File: src/rtl/serial_add_pkg.sv
// Shared definitions for the bit-serial adder: FSM state encoding and
// the width helper for the bit counter.
package serial_add_pkg;

    typedef enum logic {
        ST_IDLE = 1'b0,
        ST_RUN  = 1'b1
    } state_t;

    // Counter must hold 0..WIDTH-1; sized with one spare code for clarity.
    function automatic int cnt_width(input int width);
        return $clog2(width + 1);
    endfunction

endpackage

File: src/rtl/serial_add_full_add.sv
// One-bit full adder slice; the serial adder runs every bit through
// a single instance of this cell.
module serial_add_full_add (
    input  logic x,
    input  logic y,
    input  logic ci,
    output logic s,
    output logic co
);

    assign s  = x ^ y ^ ci;
    assign co = (x & y) | (ci & (x ^ y));

endmodule

File: src/rtl/serial_add.sv
// Bit-serial WIDTH-bit adder: captures operands on start, adds one bit
// per clock LSB first, and presents {cout,sum} with a one-cycle done pulse.
//
// state   | meaning
// --------+------------------------------------------------------------
// ST_IDLE | waiting for start; sum/cout hold the last completed result
// ST_RUN  | adding bit cnt of the captured operands, carry in c_reg
module serial_add #(
    parameter int WIDTH = 8
) (
    input  logic             clk,
    input  logic             rst,
    input  logic             start,
    input  logic [WIDTH-1:0] a,
    input  logic [WIDTH-1:0] b,
    input  logic             cin,
    output logic             busy,
    output logic             done,
    output logic [WIDTH-1:0] sum,
    output logic             cout
);
    import serial_add_pkg::*;

    localparam int             CW   = cnt_width(WIDTH);
    localparam logic [CW-1:0]  LAST = CW'(WIDTH - 1);

    state_t           state;
    logic [WIDTH-1:0] a_sh;
    logic [WIDTH-1:0] b_sh;
    logic [WIDTH-1:0] sum_sh;
    logic [WIDTH-1:0] sum_nx;
    logic [CW-1:0]    cnt;
    logic             c_reg;
    logic             s;
    logic             co;

    serial_add_full_add u_fa (
        .x  (a_sh[0]),
        .y  (b_sh[0]),
        .ci (c_reg),
        .s  (s),
        .co (co)
    );

    // New bit enters at the MSB; written this way so WIDTH=1 needs no slice.
    always_comb begin
        sum_nx            = sum_sh >> 1;
        sum_nx[WIDTH-1]   = s;
    end

    always_ff @(posedge clk) begin
        if (rst) begin
            state  <= ST_IDLE;
            busy   <= 1'b0;
            done   <= 1'b0;
            sum    <= '0;
            cout   <= 1'b0;
            a_sh   <= '0;
            b_sh   <= '0;
            sum_sh <= '0;
            cnt    <= '0;
            c_reg  <= 1'b0;
        end else begin
            done <= 1'b0;
            case (state)
                ST_IDLE: begin
                    if (start) begin
                        a_sh  <= a;
                        b_sh  <= b;
                        c_reg <= cin;
                        cnt   <= '0;
                        busy  <= 1'b1;
                        state <= ST_RUN;
                    end
                end
                ST_RUN: begin
                    a_sh   <= a_sh >> 1;
                    b_sh   <= b_sh >> 1;
                    sum_sh <= sum_nx;
                    c_reg  <= co;
                    cnt    <= cnt + 1'b1;
                    if (cnt == LAST) begin
                        sum   <= sum_nx;
                        cout  <= co;
                        done  <= 1'b1;
                        busy  <= 1'b0;
                        state <= ST_IDLE;
                    end
                end
                default: state <= ST_IDLE;
            endcase
        end
    end

endmodule

File: config.mk
export PLATFORM = sky130hd
export DESIGN_NAME = serial_add
export DESIGN_NICKNAME = d
export VERILOG_FILES = /design/src/rtl/serial_add_pkg.sv /design/src/rtl/serial_add_full_add.sv /design/src/rtl/serial_add.sv
export SDC_FILE = /design/constraint.sdc
export NUM_CORES = 1
export LEC_CHECK = 0
export CORE_ASPECT_RATIO = 0.7
export CORE_MARGIN = 8
export CORE_UTILIZATION = 54
export CTS_BUF_LIST = sky130_fd_sc_hd__clkbuf_16
export DETAILED_ROUTE_END_ITERATION = 12
export PLACE_DENSITY_LB_ADDON = 0.2
export SYNTH_ARGS = -nofsm -noshare
export SYNTH_HDL_FRONTEND = slang
export SYNTH_SLANG_ARGS = --single-unit
File: constraint.sdc
create_clock -name clk -period 3.3 [get_ports clk]
set_input_delay 0.33 -clock clk [delete_from_list [all_inputs] [get_ports clk]]
set_output_delay 0.33 -clock clk [all_outputs]
set_load 0.005 [all_outputs]
==> Word-level counts from Yosys, hierarchy flattened <==
Cells that the tools add are included.
W data, S select, Z words.
{ "totals": {"elab_cells": 38, "inputBits": 20, "register_bits": 41, "out_inout_bits": 11} }
{ "op_classes": {"n_eq_ne": 3, "mux": 15, "n_addsub": 1, "reduce_logical": 3, "n_bitwise": 6} }
{ "op_table": {"columns": ["cell", "count"], "rows": [
  ["$pmux W8 S2", 2],
  ["$mux W8", 2],
  ["$pmux W4 S2", 1],
  ["$mux W1", 6],
  ["$pmux W1 S2", 3],
  ["$add A4 B1 Y4 const B", 1],
  ["$eq A4 B3 Y1 const B", 1],
  ["$mux W4", 1],
  ["$reduce_and A2 Y1", 2],
  ["$and A1 B1 Y1", 2],
  ["$ne A2 B1 Y1 const B", 1],
  ["$ne A2 B2 Y1 const B", 1],
  ["$reduce_or A2 Y1", 1],
  ["$xor A1 B1 Y1", 2],
  ["$not A1 Y1", 1],
  ["$or A1 B1 Y1", 1]
]} }

==> Longest topological paths before layout <==
Gate-level depths: netlist of run 1.
{ "logic_depth": {"depth_word": 4, "depth_mapped": 5, "depth_no_buf": 4} }

==> Hierarchy <==
From an unflattened synthesis of run 1, not the netlist that was laid out.
{ "hier_totals": {"hier_cells": 183, "hier_area_um2": 1756.7} }
{ "modules_own_cells": {"columns": ["module", "cells_per_inst", "seq_area_each_um2", "area_each_um2", "n_inst"], "rows": [
  ["serial_add", 182, 800.8, 1736.7, 1],
  ["serial_add_full_add", 1, 0.0, 20.0, 1]
]} }

==> Least setup slack after synthesis of run 1 <==
No wires, ideal clock.
{ "synth_timing": {"kind": "register -> register", "start": "register cnt[0]", "end": "register sum[0]", "required_ps": 3183, "period_less_slack_ps": 1256, "path_buffers": 1, "stages_incl_launch_ff": 6, "t_arrival_ps": 1139, "slack_ps": 2044, "setup_ps": 117, "cell_sequence": "dfxtp_1 -> ha_1 -> nand4b_4 -> nor2b_4 -> buf_6 -> a22o_1"} }
{ "synth_via": {"elab_chain_len": 2} }
{ "synth_rtl": {"columns": ["element", "line", "text"], "rows": [
  ["from (decl)", "serial_add.sv:32", "logic [CW-1:0] cnt;"],
  ["from (signal assigned)", "serial_add.sv:81", "cnt <= cnt + 1'b1;"],
  ["$eq A4 B3 Y1", "serial_add.sv:82", "if (cnt == LAST) begin"],
  ["$reduce_and A2 Y1 (no line)", null, null],
  ["to (signal assigned)", "serial_add.sv:83", "sum <= sum_nx;"],
  ["to (decl)", "serial_add.sv:19", "output logic [WIDTH-1:0] sum,"]
]} }
No other way between the ends.
A chain may end at the register's enable or synchronous reset.

==> Final worst setup path of run 1 <==
{ "layout_timing": {"start": "input start", "end": "register a_sh[0]"} }
{ "layout_via": {"elab_chain_len": 1} }
{ "layout_rtl": {"columns": ["element", "line", "text"], "rows": [
  ["from (decl)", "serial_add.sv:13", "input logic start,"],
  ["$ne A2 B2 Y1 (no line)", null, null],
  ["to (signal assigned)", "serial_add.sv:77", "a_sh <= a_sh >> 1;"],
  ["to (decl)", "serial_add.sv:28", "logic [WIDTH-1:0] a_sh;"]
]} }
No other way between the ends.

==> results of run 1 <==
[final cells by class]
type | count | area [um2] | area share
Clock buffer | 5 | 125 | 0.0603
Clock inverter | 3 | 18.8 | 0.00904
Inverter | 2 | 7.51 | 0.00362
Multi-Input combinational cell | 95 | 762 | 0.367
Sequential cell | 40 | 802 | 0.386
Tap cell | 36 | 45.0 | 0.0217
Timing Repair Buffer | 32 | 315 | 0.152
[critical path: stages]
cell and delay [ns]:
clkdlybuf4s50_1 1.12, mux2_2 0.42, mux2i_1 0.15, nor2_1 0.06
[power groups by stage]
| stage | clock network, mW | logic (mW) | registers, mW |
|---|---|---|---|
| finish | 0.462 | 0.101 | 0.520 |
| global route | 0.487 | 0.111 | 0.523 |
| CTS | 0.467 | 0.102 | 0.521 |
| detailed placement | 0 | 0.100 | 0.531 |
| global placement | 0 | 0.0961 | 0.530 |
| floorplan | 0 | 0.0758 | 0.520 |
[cells in the final DEF (no fill, tap or decap), drive strengths merged, types with 2 or more instances in the layout]
cell,netlist,routed
nor2,27,27
clkinv,0,3
buf,10,2
dfxtp,40,40
nor3b,3,3
a21oi,4,4
clkbuf,0,5
mux2i,24,24
mux2,15,15
inv,2,2
clkdlybuf4s50,0,30
a22o,9,9
nor3,2,2
o21a,3,3
[per-layer routing]
layer	wire length, um	share of wire
met5	0	0
met4	19	0.0058
met3	145	0.044
met2	1620	0.49
met1	1510	0.46
[worst min-delay path by stage]
| stage | from | depth (start not counted) | endpoint |
|---|---|---|---|
| floorplan | sum_sh[1] | 1 | sum[0] |
| global placement | busy | 1 | busy |
| detailed placement | busy | 1 | busy |
| CTS | busy | 1 | busy |
| global route | busy | 1 | busy |
| finish | busy | 1 | busy |
[metrics by stage]
| step | hold slack (ns) | util | cells |
|---|---|---|---|
| 5_1_grt | 0.485 | 0.730 | 213 |
| 3_5_place_dp | 0.458 | 0.680 | 205 |
| 6_report | 0.465 | 0.730 | 213 |
| 2_1_floorplan | 0.441 | - | 147 |
| 4_1_cts | 0.472 | 0.730 | 213 |
| 3_3_place_gp | 0.448 | 0.680 | 205 |
[cells by family after synthesis]
logic type / Yosys count
xor+xnor: 1
fa+ha+maj: 2
flops: 40
buf+inv: 12
simple gates: 36
mux: 39
compound gates: 17
==> qor.txt, run 1 <==
syn avg cell area: 11.1 um2
number of synthesized flops with an enable pin: 0
fin. max-slew vios: 0
RR Startpoint: state
Tot Pwr: 1.08 mW
pin count of the biggest net entering global routing: 24
fillers: 214
vias in the first global route: 1192
# Post-CTS Setup Buffers: 0
initial core utilization: 0.576
clock power share: 0.426
GRT Max-Usage Layer: met2
Main synth FF type: dfxtp_1
Critical Path Fanout Max: 22
most frequent cell after synthesis: dfxtp_1
root buf cell: clkbuf_16
Max Root-Sink Buffers: 2
Vias: 1122
dpl hpwl: 2270 um
Power Density: 522 nW/um2
H-tree level count: 2
Die ar.: 5080 um2
worst path required time: 3.44 ns
final instance area: 2080 um2
Clock Latency Late Sink: 0.27 ns
worst slew pin tran: 0.983 ns
Slew headroom: 0.342
first-pass GRT wire length: 5440 um
r2r setup slk: 1.81 ns
Lkg Pwr: 0.868 nW
grt met3 use: 0.0431
Synth Area in XOR/XNOR: 0.00535
Yosys reg bits: 40
critical path capture point type: flop
routed len/inst: 15.5 um
met2 usage: 0.244
Gate Count Post-Synth: 147
Final setup viols: 0
vias per cell: 5.27
Reg clk slew, reported paths: 0.06 ns
Final Cycle Share: 0.590
Compound-Gate Fraction of Synth Area: 0.0787
clk_skew: 0.00476 ns
arrival time worst endpoint: 2.08 ns
YS warnings: 0
# DRC: 0
CP startpoint: start
post-layout worst setup margin: 1.35 ns
CP startpoint kind: input pin
TNS Setup: 0 ns
met1 Track Usage GR: 0.165
Remaining Overflow, GRT: 0
Pre-Repair DR Iteration Count: 3
Core Box Area: 2840 um2
initial antenna violation count: 0
hold crit path type: flop to flop
Synth top area share: 0.489
MaxCap Viol Count: 0
r2r worst-path depth: 3
# IOs: 31
combinational power share: 0.093
synth top area cells: dfxtp_1 49%, mux2i_1 15%, mux2_2 10%
Reg-to-Reg End: sum[6]
cts bufs inserted: 5
largest registers: a_sh x8, b_sh x8, sum x8
register share of total power: 0.480
CTS tree: done
Switching Fraction: 0.224
P_sw: 0.242 mW
CTS Hold Bufs: 0
GPL Wtd Cong: 0.702
Mapped Area: 1640 um2
Simple-Gate Fraction of Synth Area: 0.112
Routed WL: 3300 um
area delta synth->final: 26.8%
largest family of logic cells by synthesized area: multiplexers
adder-cell share of the synthesized area: 0.0199
worst setup path endpoint: a_sh[0]
FP Rows: 16
Fmax: 513 MHz
placed cell area: 1930 um2
Final Hold Fails: 0
final net count: 198
number of port buffers: 30
die width: 81.8 um
RSZ-0062 raised after global routing: false
post-synthesis net count: 169
GRT Total Usage: 0.141
Die Span Y: 62.1 um
diode count: 0
# resized after CTS: 0
Internal: 0.841 mW
share of cells above drive strength 1: 0.164
Synth area leader: dfxtp_1
Final ANT Viol Nets: 0
VDD IR max: 359 uV
sequential share of the synthesized area: 0.489
Post-synth ARST share: 0
CP Class: input pin to flop
outcome: completed
Unique masters post-synth: 22
Starting DRT DRC Count: 64
top cells by count, synth: 40 x dfxtp_1, 26 x nor2_1, 24 x mux2i_1, 15 x mux2_2, 9 x a22o_1
clock sink count: 40
minimum clock period: 1.95 ns
post-synthesis mux area share: 0.250
Post-Place Setup Slack: 1.07 ns
No activity file was read; power rests on OpenSTA's default activity.
==> inputs of run 2 (changes only) <==
--- a/config.mk
+++ b/config.mk
@@ -7,7 +7,7 @@
 export LEC_CHECK = 0
 export CORE_ASPECT_RATIO = 0.7
 export CORE_MARGIN = 8
-export CORE_UTILIZATION = 54
+export CORE_UTILIZATION = 50
 export CTS_BUF_LIST = sky130_fd_sc_hd__clkbuf_16
 export DETAILED_ROUTE_END_ITERATION = 12
 export PLACE_DENSITY_LB_ADDON = 0.2
==> constraint.sdc (replaced) <==
create_clock -name clk -period 1.8 [get_ports clk]
set_input_delay 0.18 -clock clk [delete_from_list [all_inputs] [get_ports clk]]
set_output_delay 0.18 -clock clk [all_outputs]
set_load 0.005 [all_outputs]
==> run 2 against run 1 <==
  * Flip-flop and latch count did not move
  * Worst setup slack got worse by 0.90 ns
  * Global-route usage fell by 2.1 points
  * Sequential power rose by 82%
  * Sequential share of layout area fell by 1.8 points
  * Register-to-register slack got worse by 1.4 ns
  * First-iteration DRC count fell by 38%
  * Core utilization fell by 3.9 points
  * Non-clock buffer count rose by 2
  * Critical path type is now flop to flop
==> qor.txt, run 2 (synthesized netlist as in run 1, its figures left out) <==
outcome: completed
minimum clock period: 1.35 ns
GRT Total Usage: 0.121 (-0.0205)
Reg clk slew, reported paths: 0.06 ns (about the same)
CTS Hold Bufs: 0 (unchanged)
dpl hpwl: 2200 um (-3.0%)
# Post-CTS Setup Buffers: 0 (unchanged)
vias per cell: 5.18 (-1.7%)
VDD IR max: 660 uV (+84%)
Die Span Y: 63.9 um (+2.9%)
root buf cell: clkbuf_16
Power Density: 1100 nW/um2 (+110%)
Vias: 1124 (+0.18%)
# IOs: 31 (unchanged)
arrival time worst endpoint: 1.57 ns (-0.51 ns)
share of cells above drive strength 1: 0.173 (+0.00934)
first-pass GRT wire length: 5310 um (-2.4%)
CTS tree: done
diode count: 0 (unchanged)
commonest non-fill, non-tap cell in the layout: dfxtp_1
Starting DRT DRC Count: 40 (-38%)
post-layout util: 0.692 (-0.0386)
die width: 84.4 um (+3.2%)
clk_skew: 0.00435 ns (-0.000404 ns)
worst slew pin tran: 0.425 ns (-0.558 ns)
hold crit path type: flop to flop
initial core utilization: 0.520 (-0.0558)
H-tree level count: 2 (unchanged)
Final ANT Viol Nets: 0 (unchanged)
Clock Latency Late Sink: 0.27 ns (about the same)
fin. max-slew vios: 0 (unchanged)
Core Box Area: 3150 um2 (+11%)
clock sink count: 40 (unchanged)
largest registers: a_sh x8, b_sh x8, sum x8
Final Cycle Share: 0.749
cts bufs inserted: 5 (unchanged)
worst path required time: 2.02 ns (-1.42 ns)
area delta synth->final: 33.0%
initial antenna violation count: 0 (unchanged)
pin count of the biggest net entering global routing: 29 (+21%)
GPL Wtd Cong: 0.708 (+0.95%)
Final Hold Fails: 0 (unchanged)
Tot Pwr: 2.40 mW (+120%)
# resized after CTS: 0 (unchanged)
RSZ-0062 raised after global routing: false
Pre-Repair DR Iteration Count: 4 (+1)
commonest cells after routing, fill and taps aside: 39 x dfxtp_1, 30 x clkdlybuf4s50_1, 26 x nor2_1
Max Root-Sink Buffers: 2 (unchanged)
Die ar.: 5390 um2 (+6.2%)
number of port buffers: 30 (unchanged)
TNS Setup: 0 ns (unchanged)
routed len/inst: 14.4 um (-7.0%)
Lkg Pwr: 0.913 nW (+5.2%)
Critical Path Fanout Max: 10 (-55%)
CP Class: flop to flop
Remaining Overflow, GRT: 0 (unchanged)
FP Rows: 17 (+1)
MaxCap Viol Count: 0 (unchanged)
Final setup viols: 0 (unchanged)
# DRC: 0 (unchanged)
Fmax: 742 MHz
critical path capture point type: flop
final net count: 200 (+1.0%)
hold_sp: busy
vias in the first global route: 1140 (-4.4%)
CP startpoint: cnt[0]
Routed WL: 3120 um (-5.2%)
CP startpoint kind: flop
Slew headroom: 0.716 (+0.374)
RR Startpoint: cnt[0]
## run 2: cell types whose count changed in the layout (fill, tap and decap cells not counted), sizes merged
cell | previous run | this run
bufinv | 0 | 3
clkinv | 3 | 0
buf | 2 | 4
## run 2: area by class of cell
type                            count  area, um2
Clock buffer                        5        125
Clock inverter                      3       90.1
Fill cell                         231        971
Inverter                            2       7.51
Multi-Input combinational cell     95        762
Sequential cell                    40        802
Tap cell                           38       47.5
Timing Repair Buffer               34        343
## run 2: metal layers
layer	up-vias	track usage	part of all wire
li1	572	-	-
met5	-	0	0
met4	0	0.0464	0.0045
met1	530	0.150	0.48
met2	20	0.187	0.47
met3	2	0.0434	0.047
## run 2: worst max-delay path: stages, from the launching register on
cell	delay [ns]
dfxtp_1	0.37
ha_1	0.25
nand4b_4	0.12
nor2_2	0.36
a22o_1	0.19
## run 2: path summary, 6_finish.rpt
| path | end | depth (start not counted) | slack [ns] |
|---|---|---|---|
| worst max register to register | sum[3] | 4 | 0.45 |
| worst min-delay path | busy | 1 | 0.47 |
| worst min register to register | busy | 1 | 0.47 |
| worst max-delay path | sum[3] | 4 | 0.45 |
## run 2: metrics by stage
stage / std cells / worst slack (ns) / cell area [um2] / hold WS, ns
after global routing: 217 / 0.339 / 2180 / 0.491
final: 217 / 0.452 / 2180 / 0.468
after global placement: 209 / 0.301 / 1960 / 0.448
after floorplan: 147 / 0.544 / 1640 / 0.298
after CTS: 217 / 0.435 / 2180 / 0.475
after detailed placement: 209 / 0.256 / 1960 / 0.461
## run 2: power breakdown
group | switching (mW) | total [mW] | leakage, nW | internal, mW
combinational | 0.0790 | 0.197 | 0.483 | 0.118
clock | 0.325 | 1.26 | 0.104 | 0.934
sequential | 0.0270 | 0.947 | 0.326 | 0.920
total | 0.431 | 2.40 | 0.913 | 1.97
